==> src/rtl/trace_buffer.sv <==
// Instruction-trace capture buffer: circular pre-trigger history, post-trigger tail, freeze and pop readout.
// Optional per-entry cycle timestamps (rd_ts) when TRACE_TIMESTAMP_EN is defined.
module trace_buffer #(
    parameter int XLEN  = 32,
    parameter int DEPTH = 16,
    parameter int CW    = 8
) (
    input  logic                       clk,
    input  logic                       rst,
    input  logic                       arm,
    input  logic                       trig,
    input  logic [CW-1:0]              post_cnt,
    input  logic                       in_valid,
    input  logic [XLEN-1:0]            in_pc,
    input  logic [31:0]                in_inst,
    input  logic [XLEN-1:0]            in_alu,
    input  logic                       rd_req,
    output logic                       rd_valid,
    output logic [XLEN-1:0]            rd_pc,
    output logic [31:0]                rd_inst,
    output logic [XLEN-1:0]            rd_alu,
    output logic [1:0]                 state,
    output logic [$clog2(DEPTH):0]     count,
`ifdef TRACE_TIMESTAMP_EN
    output logic [31:0]                rd_ts,
`endif
    output logic                       wrapped
);
    localparam int AW = $clog2(DEPTH);
`ifdef TRACE_TIMESTAMP_EN
    localparam int EW = 2 * XLEN + 64;
`else
    localparam int EW = 2 * XLEN + 32;
`endif

    localparam logic [1:0] S_IDLE    = 2'd0;
    localparam logic [1:0] S_ARMED   = 2'd1;
    localparam logic [1:0] S_CAPTURE = 2'd2;
    localparam logic [1:0] S_DONE    = 2'd3;

    localparam logic [AW:0]   CNT_FULL = (AW + 1)'(DEPTH);
    localparam logic [AW:0]   CNT_ONE  = (AW + 1)'(1);
    localparam logic [AW-1:0] PTR_ONE  = AW'(1);
    localparam logic [CW-1:0] REM_ONE  = CW'(1);

    logic [1:0]      state_q, state_d;
    logic [AW-1:0]   wr_ptr_q, wr_ptr_d;
    logic [AW:0]     count_q, count_d;
    logic            wrapped_q, wrapped_d;
    logic [CW-1:0]   remaining_q, remaining_d;
    logic            rd_valid_q;
    logic [EW-1:0]   rd_data_q;
    logic            wr_en;
    logic            rd_fire;
    logic [AW-1:0]   rd_idx;
    logic [EW-1:0]   wr_data;

    logic [EW-1:0]   mem [DEPTH];

`ifdef TRACE_TIMESTAMP_EN
    logic [31:0]     ts_q;

    // The arm cycle is time 0, so the counter reads 1 in the cycle after arm.
    always_ff @(posedge clk or posedge rst) begin
        if (rst) begin
            ts_q <= '0;
        end else if (arm) begin
            ts_q <= 32'd1;
        end else begin
            ts_q <= ts_q + 32'd1;
        end
    end

    assign wr_data = {ts_q, in_pc, in_inst, in_alu};
    assign rd_ts   = rd_data_q[EW-1 -: 32];
`else
    assign wr_data = {in_pc, in_inst, in_alu};
`endif

    // Oldest entry sits count entries behind the write pointer (modulo DEPTH).
    assign rd_idx = wr_ptr_q - count_q[AW-1:0];

    always_comb begin
        state_d     = state_q;
        wr_ptr_d    = wr_ptr_q;
        count_d     = count_q;
        wrapped_d   = wrapped_q;
        remaining_d = remaining_q;
        wr_en       = 1'b0;
        rd_fire     = 1'b0;
        if (arm) begin
            state_d   = S_ARMED;
            wr_ptr_d  = '0;
            count_d   = '0;
            wrapped_d = 1'b0;
        end else begin
            case (state_q)
                S_ARMED: begin
                    wr_en = in_valid;
                    if (trig) begin
                        remaining_d = post_cnt;
                        state_d     = (post_cnt == '0) ? S_DONE : S_CAPTURE;
                    end
                end
                S_CAPTURE: begin
                    if (in_valid) begin
                        wr_en       = 1'b1;
                        remaining_d = remaining_q - REM_ONE;
                        if (remaining_q == REM_ONE) begin
                            state_d = S_DONE;
                        end
                    end
                end
                S_DONE: begin
                    rd_fire = rd_req && (count_q != '0);
                end
                default: ;
            endcase
            if (wr_en) begin
                wr_ptr_d = wr_ptr_q + PTR_ONE;
                if (count_q == CNT_FULL) begin
                    wrapped_d = 1'b1;
                end else begin
                    count_d = count_q + CNT_ONE;
                end
            end
            if (rd_fire) begin
                count_d = count_q - CNT_ONE;
            end
        end
    end

    always_ff @(posedge clk) begin
        if (wr_en) begin
            mem[wr_ptr_q] <= wr_data;
        end
    end

    always_ff @(posedge clk or posedge rst) begin
        if (rst) begin
            state_q     <= S_IDLE;
            wr_ptr_q    <= '0;
            count_q     <= '0;
            wrapped_q   <= 1'b0;
            remaining_q <= '0;
            rd_valid_q  <= 1'b0;
            rd_data_q   <= '0;
        end else begin
            state_q     <= state_d;
            wr_ptr_q    <= wr_ptr_d;
            count_q     <= count_d;
            wrapped_q   <= wrapped_d;
            remaining_q <= remaining_d;
            rd_valid_q  <= rd_fire;
            if (rd_fire) begin
                rd_data_q <= mem[rd_idx];
            end
        end
    end

    assign state    = state_q;
    assign count    = count_q;
    assign wrapped  = wrapped_q;
    assign rd_valid = rd_valid_q;
    assign rd_alu   = rd_data_q[XLEN-1:0];
    assign rd_inst  = rd_data_q[XLEN+31:XLEN];
    assign rd_pc    = rd_data_q[2*XLEN+31:XLEN+32];
endmodule

==> config.mk <==
export PLATFORM = sky130hd
export DESIGN_NAME = trace_buffer
export DESIGN_NICKNAME = d
export VERILOG_FILES = /design/src/rtl/trace_buffer.sv
export SDC_FILE = /design/constraint.sdc
export NUM_CORES = 1
export LEC_CHECK = 0
export ABC_AREA = 1
export CORE_MARGIN = 2
export CORE_UTILIZATION = 40
export CTS_CLUSTER_SIZE = 25
export DETAILED_ROUTE_END_ITERATION = 7
export GPL_TIMING_DRIVEN = 0
export HOLD_SLACK_MARGIN = 0.03
export PLACE_DENSITY_LB_ADDON = 0.12
export SYNTH_ARGS = -nofsm -noshare
export SYNTH_HDL_FRONTEND = slang
export SYNTH_SLANG_ARGS = --single-unit
==> constraint.sdc <==
create_clock -name clk -period 10.85 [get_ports clk]
set_clock_uncertainty 0.1 [all_clocks]
set_input_delay 3.255 -clock clk [delete_from_list [all_inputs] [get_ports clk]]
set_output_delay 3.255 -clock clk [all_outputs]
set_load 0.02 [all_outputs]
After elaboration in Yosys (flattened, before gate mapping) --
Memory sizes are Yosys's and may differ from the RTL's. A register that Yosys moved wholly into a read port is not among the register bits. Index checks and enable logic that the tools add are counted.
Word-level totals: RAM bits 1536, input bits 110, memories 1, output and inout port bits 105, register bits after elaboration 21
Operators by class: mux-type cells 27, bitwise operators 1, equality and inequality tests 11, reduce and logical (&&, ||, !) cells 12, add/subtract/negate cells 5
Memories:
- mem | words 16, bits a word 96, rd ports 1, clocked after Yosys merged registers in 1, wr ports 1, line 58 | logic [EW-1:0] mem [DEPTH];
Operators by type and width (number):
- $mux W5 | 4
- $mux W8 | 2
- $pmux W8 S2 | 1
- $mux W1 | 12
- $ne A3 B3 Y1 const B | 3
- $eq A8 B1 Y1 const B | 1
- $logic_not A8 Y1 | 1
- $mux W2 | 4
- $mux W4 | 2
- $reduce_and A4 Y1 | 2
- $sub A8 B1 Y8 const B | 1
- $reduce_bool A2 Y1 | 3
- $reduce_bool A3 Y1 | 2
- $add A5 B1 Y5 const B | 1
- $eq A5 B5 Y1 const B | 1
- $reduce_bool A5 Y1 | 1
- $sub A5 B1 Y5 const B | 1
- $add A4 B1 Y4 const B | 1
- $eq A2 B2 Y1 const B | 2
- $ne A2 B2 Y1 const B | 2
- $pmux W2 S2 | 1
- $reduce_and A2 Y1 | 2
- $sub A4 B4 Y4 | 1
- $ne A3 B2 Y1 const B | 1
- other kinds (4) | 4

Logic depth before layout (Yosys ltp) --
word-level depth 6, gate-level depth with buffers 15, depth with buffers taken out 15

Worst setup path before layout --
OpenSTA, ideal clock, no wires.
path kind input port to flip-flop, from in arm, to mem mem[15][0] (netlist bit) (enable), required time 10.198 ns, path slack 2.365 ns, cell stages on the path 4, path buffers 1, arrival 7.833 ns, cells stage by stage inv_1 > clkbuf_1 > nand3_1 > nor2_1
Between the ends: cells in the longest elaborated chain, start to end 3
Ends and longest elaborated chain:
- start: declaration | line 10 | input logic arm,
- $mux W1 | line 91 | if (arm) begin
- $mux W1 | line 134 | if (wr_en) begin
- $mux W1 (not written as such) | line 135 | mem[wr_ptr_q] <= wr_data;
- end: declaration | line 58
Every way passes these cells.

Final worst setup path --
from in arm, to mem mem[4][63] (netlist bit) (enable)
The elaborated chain is that of the path after synthesis.

==> impl_metrics.prom <==
# TYPE chip_impl_metric gauge
chip_impl_info{name="result_of_the_run",value="completed"} 1
chip_impl_metric{name="fin_crit",unit="ps"} 5870
chip_impl_metric{name="global_route.overflow_total",unit=""} 0
chip_impl_metric{name="worstPathArrival",unit="ps"} 6270
chip_impl_info{name="synth_top_cell_by_area",value="edfxtp_1"} 1
chip_impl_metric{name="grt_pass1_vias",unit=""} 45933
chip_impl_metric{name="port_buffers",unit=""} 214
chip_impl_info{name="min-delay-path-class",value="flip-flop to flip-flop"} 1
chip_impl_metric{name="post_synth_instance_area",unit="sq mm"} 0.0709
chip_impl_metric{name="row_count",unit=""} 154
chip_impl_metric{name="synth-warning-count",unit=""} 0
chip_impl_metric{name="finalMaxSlewViolations",unit=""} 0
chip_impl_info{name="end_kind",value="flip-flop"} 1
chip_impl_info{name="tritoncts",value="yes"} 1
chip_impl_metric{name="highest_net_fanout_along_the_worst_path",unit=""} 24
chip_impl_info{name="grt_setup_unrepaired",value="no"} 1
chip_impl_metric{name="clock_insertion_delay_worst_skew",unit="ps"} 810
chip_impl_metric{name="cts_setup_buffers",unit=""} 0
chip_impl_info{name="synth_top_family_by_area",value="simple AND/OR/NAND/NOR gates"} 1
chip_impl_metric{name="routabilityCongestion",unit=""} 0.798
chip_impl_metric{name="design.portCount",unit=""} 215
chip_impl_metric{name="cts_made_buffers",unit=""} 181
chip_impl_metric{name="total_leakage_power",unit="nW"} 36.1
chip_impl_metric{name="max_freq",unit="MHz"} 170
chip_impl_metric{name="timing.critical_path.required",unit="ps"} 11240
chip_impl_metric{name="syn-mean-instance-area",unit="sq um"} 10.3
chip_impl_metric{name="timing.final.crit_share",unit="%"} 54.1
chip_impl_metric{name="number_of_instances_in_the_synthesized_netlist",unit=""} 6909
chip_impl_metric{name="instances_no_fill",unit=""} 9877
chip_impl_metric{name="worstHoldPathCells",unit=""} 2
chip_impl_metric{name="yosysTopAreaCellShare",unit="%"} 65.0
chip_impl_metric{name="yosys-mux-area-fraction",unit="%"} 0
chip_impl_metric{name="synth-adder-area-share",unit="%"} 0.321
chip_impl_metric{name="fin_ws",unit="ps"} 4980
chip_impl_metric{name="via_count",unit=""} 47336
chip_impl_metric{name="fp.dieArea",unit="sq mm"} 0.181
chip_impl_info{name="worstSetupStartpointType",value="primary input"} 1
chip_impl_metric{name="synth_compound_gate_area_share",unit="%"} 0.217
chip_impl_info{name="cts.root.buffer_cell",value="clkbuf_16"} 1
chip_impl_metric{name="dp_worst_setup_slack",unit="ps"} 4170
chip_impl_metric{name="ctsLongestPathBuffers",unit=""} 3
chip_impl_metric{name="grt_start_max_net_pins",unit=""} 61
chip_impl_metric{name="path_clk_slew",unit="ps"} 60
chip_impl_info{name="worst_setup_path_class",value="primary input to flip-flop"} 1
chip_impl_metric{name="hpwl",unit="um"} 134000
chip_impl_metric{name="post_drt_wl_per_cell",unit="um"} 20.1
chip_impl_metric{name="r2r_slack",unit="ps"} 6910
chip_impl_metric{name="core_area",unit="sq mm"} 0.176
chip_impl_metric{name="chipWidth",unit="um"} 425
chip_impl_metric{name="drive_above_1_share",unit="%"} 8.35
chip_impl_metric{name="worst-r2r-cell-count",unit=""} 12
chip_impl_info{name="ys_top_cells_by_count",value="nand2_1, edfxtp_1, inv_1"} 1
chip_impl_metric{name="synth_seq_cells",unit=""} 1653
chip_impl_metric{name="post_cts.resized_instances",unit=""} 0
chip_impl_metric{name="vdd_drop_max",unit="mV"} 0.216
chip_impl_metric{name="worst_slew_pin_slew",unit="ps"} 976
chip_impl_metric{name="global_route_wire_length_before_repair",unit="um"} 292000
chip_impl_metric{name="die_h",unit="um"} 425
chip_impl_metric{name="setup_violations",unit=""} 0
chip_impl_metric{name="first_pass_iters",unit=""} 5
chip_impl_metric{name="dpl.cell_count",unit=""} 9531
chip_impl_metric{name="route.antenna.remaining_nets",unit=""} 0
chip_impl_metric{name="edff_count_synth",unit=""} 1536
chip_impl_info{name="most_frequent_cell_after_synthesis",value="nand2_1"} 1
chip_impl_metric{name="start_util",unit="%"} 40.3
chip_impl_metric{name="route.detailed.vias_per_inst",unit=""} 4.79
chip_impl_metric{name="area_growth_synth_to_finish",unit="%"} 17.5
chip_impl_metric{name="yosysSeqAreaShare",unit="%"} 69.2
chip_impl_metric{name="synth-async-reset-ratio",unit="%"} 7.08
chip_impl_metric{name="timing.hold.ws",unit="ps"} 376
chip_impl_metric{name="grtUsageTotal",unit="%"} 21.8
chip_impl_metric{name="postRouteWirelength",unit="um"} 198000
chip_impl_info{name="cells_taking_the_most_area_after_synthesis",value="edfxtp_1, nand2_1, nand3_1, inv_1, dfrtp_1"} 1
chip_impl_metric{name="final-hold-violation-count",unit=""} 0
chip_impl_metric{name="grt_antenna_before_repair",unit=""} 17
chip_impl_metric{name="finish.net_count",unit=""} 7501
chip_impl_metric{name="power.density_cell_area",unit="mW/mm^2"} 301
chip_impl_metric{name="drcViolationCount",unit=""} 0
chip_impl_metric{name="yosys.cell_types.count",unit=""} 31
chip_impl_metric{name="synthesis.nets",unit=""} 7036
chip_impl_metric{name="cap_viol_max_count",unit=""} 0
chip_impl_metric{name="clkSinkCount",unit=""} 1653
chip_impl_metric{name="cts-htree-levels",unit=""} 4
chip_impl_metric{name="max-slew-margin-rel",unit="%"} 34.9
chip_impl_metric{name="synth_xor_xnor_area_share",unit="%"} 0.0988
chip_impl_metric{name="simple_gate_fraction_of_synth_area",unit="%"} 21.4
chip_impl_metric{name="drt_first_iter_violations",unit=""} 3595
chip_impl_info{name="synth_flop_cell",value="edfxtp_1"} 1
chip_impl_metric{name="cts.hold.buffers_added",unit=""} 0
-- stage by stage --
step | instance area (sq um) | TNS [ps] | power (mW) | utilization [%]
2_1_floorplan | 70900 | 0 | 14.7 | -
6_report | 83300 | 0 | 25.1 | 47.3
3_3_place_gp | 76000 | -4030670 | 19.2 | 43.2
3_5_place_dp | 77600 | 0 | 19.3 | 44.1
4_1_cts | 83300 | 0 | 25.3 | 47.3
5_1_grt | 83300 | 0 | 26.7 | 47.3
-- worst max-delay path, stage by stage --
cell,delay (ps)
clkdlybuf4s50_1,580
inv_1,250
clkbuf_1,380
nand3_1,440
nor2_4,600
buf_12,280
buf_12,230
buf_12,220
-- cell type report --
class                   count  area (sq um)
multi-input cells        3726         15700
well taps                2340          2930
clock inverters            75           574
clock buffers             265          5140
plain buffers             341          1800
flip-flops and latches   1653         49100
repair buffers            282          3610
fillers                 16253         92800
diodes                      6          15.0
inverters                1189          4470
-- where the power goes --
part	internal, mW	switching, mW
sequential	7.28	0.138
clock	3.42	2.53
combinational	3.42	8.28
-- layer usage --
| metal | wire length, um | track usage, % | part of all wire [%] | vias up |
|---|---|---|---|---|
| li1 | - | - | - | 23114 |
| met1 | 84600 | 28.9 | 43 | 22692 |
| met2 | 96700 | 36.9 | 49 | 1223 |
| met3 | 11100 | 3.14 | 5.6 | 305 |
| met4 | 5790 | 7.16 | 2.9 | 2 |
| met5 | 13 | 0 | 0.0066 | - |
-- registers in the layout, summed over array words and instances, names as in the netlist --
name,count
remaining_q,8
state,2
mem,1536
wrapped,1
rd_data_q,96
rd_valid,1
wr_ptr_q,4
count,5
-- cells by family (layout without fill, tap and decap cells) --
kind of cell | Yosys count | in the layout
adder cells (fa/ha/maj) | 17 | 17
AND/OR/NAND/NOR | 3672 | 3672
XOR/XNOR | 8 | 8
other | 0 | 6
buffers and inverters | 1530 | 2152
AO/OA/AOI/OAI | 29 | 29
flip-flops | 1653 | 1653
-- final timing paths --
kind / from / endpoint
setup / recovery: arm / mem[4][63]
hold / removal: rd_data_q[28] / rd_data_q[28]
setup reg to reg: wr_ptr_q[0] / rd_data_q[80]
hold reg to reg: rd_data_q[28] / rd_data_q[28]
max in group asynchronous: rst / rd_data_q[86]
min in group asynchronous: rst / count[3]
-- cells in the final DEF (no fill, tap or decap), types with 3 or more instances in the layout --
cell / n
a21oi_1: 6
buf_1: 21
buf_12: 54
buf_16: 14
buf_2: 238
buf_4: 30
buf_6: 14
bufinv_16: 6
clkbuf_1: 97
clkbuf_16: 185
clkbuf_8: 21
clkdlybuf4s50_1: 214
clkinv_1: 30
clkinv_2: 20
clkinvlp_4: 4
dfrtp_1: 117
diode_2: 6
edfxtp_1: 1536
ha_1: 15
inv_1: 1182
inv_2: 5
inv_6: 13
nand2_1: 2550
nand3_1: 1078
nor2_1: 18
nor2_4: 17
o21ai_0: 18
xnor2_1: 3
xor2_1: 5
Note: power is estimated with default switching activity, not from simulation.
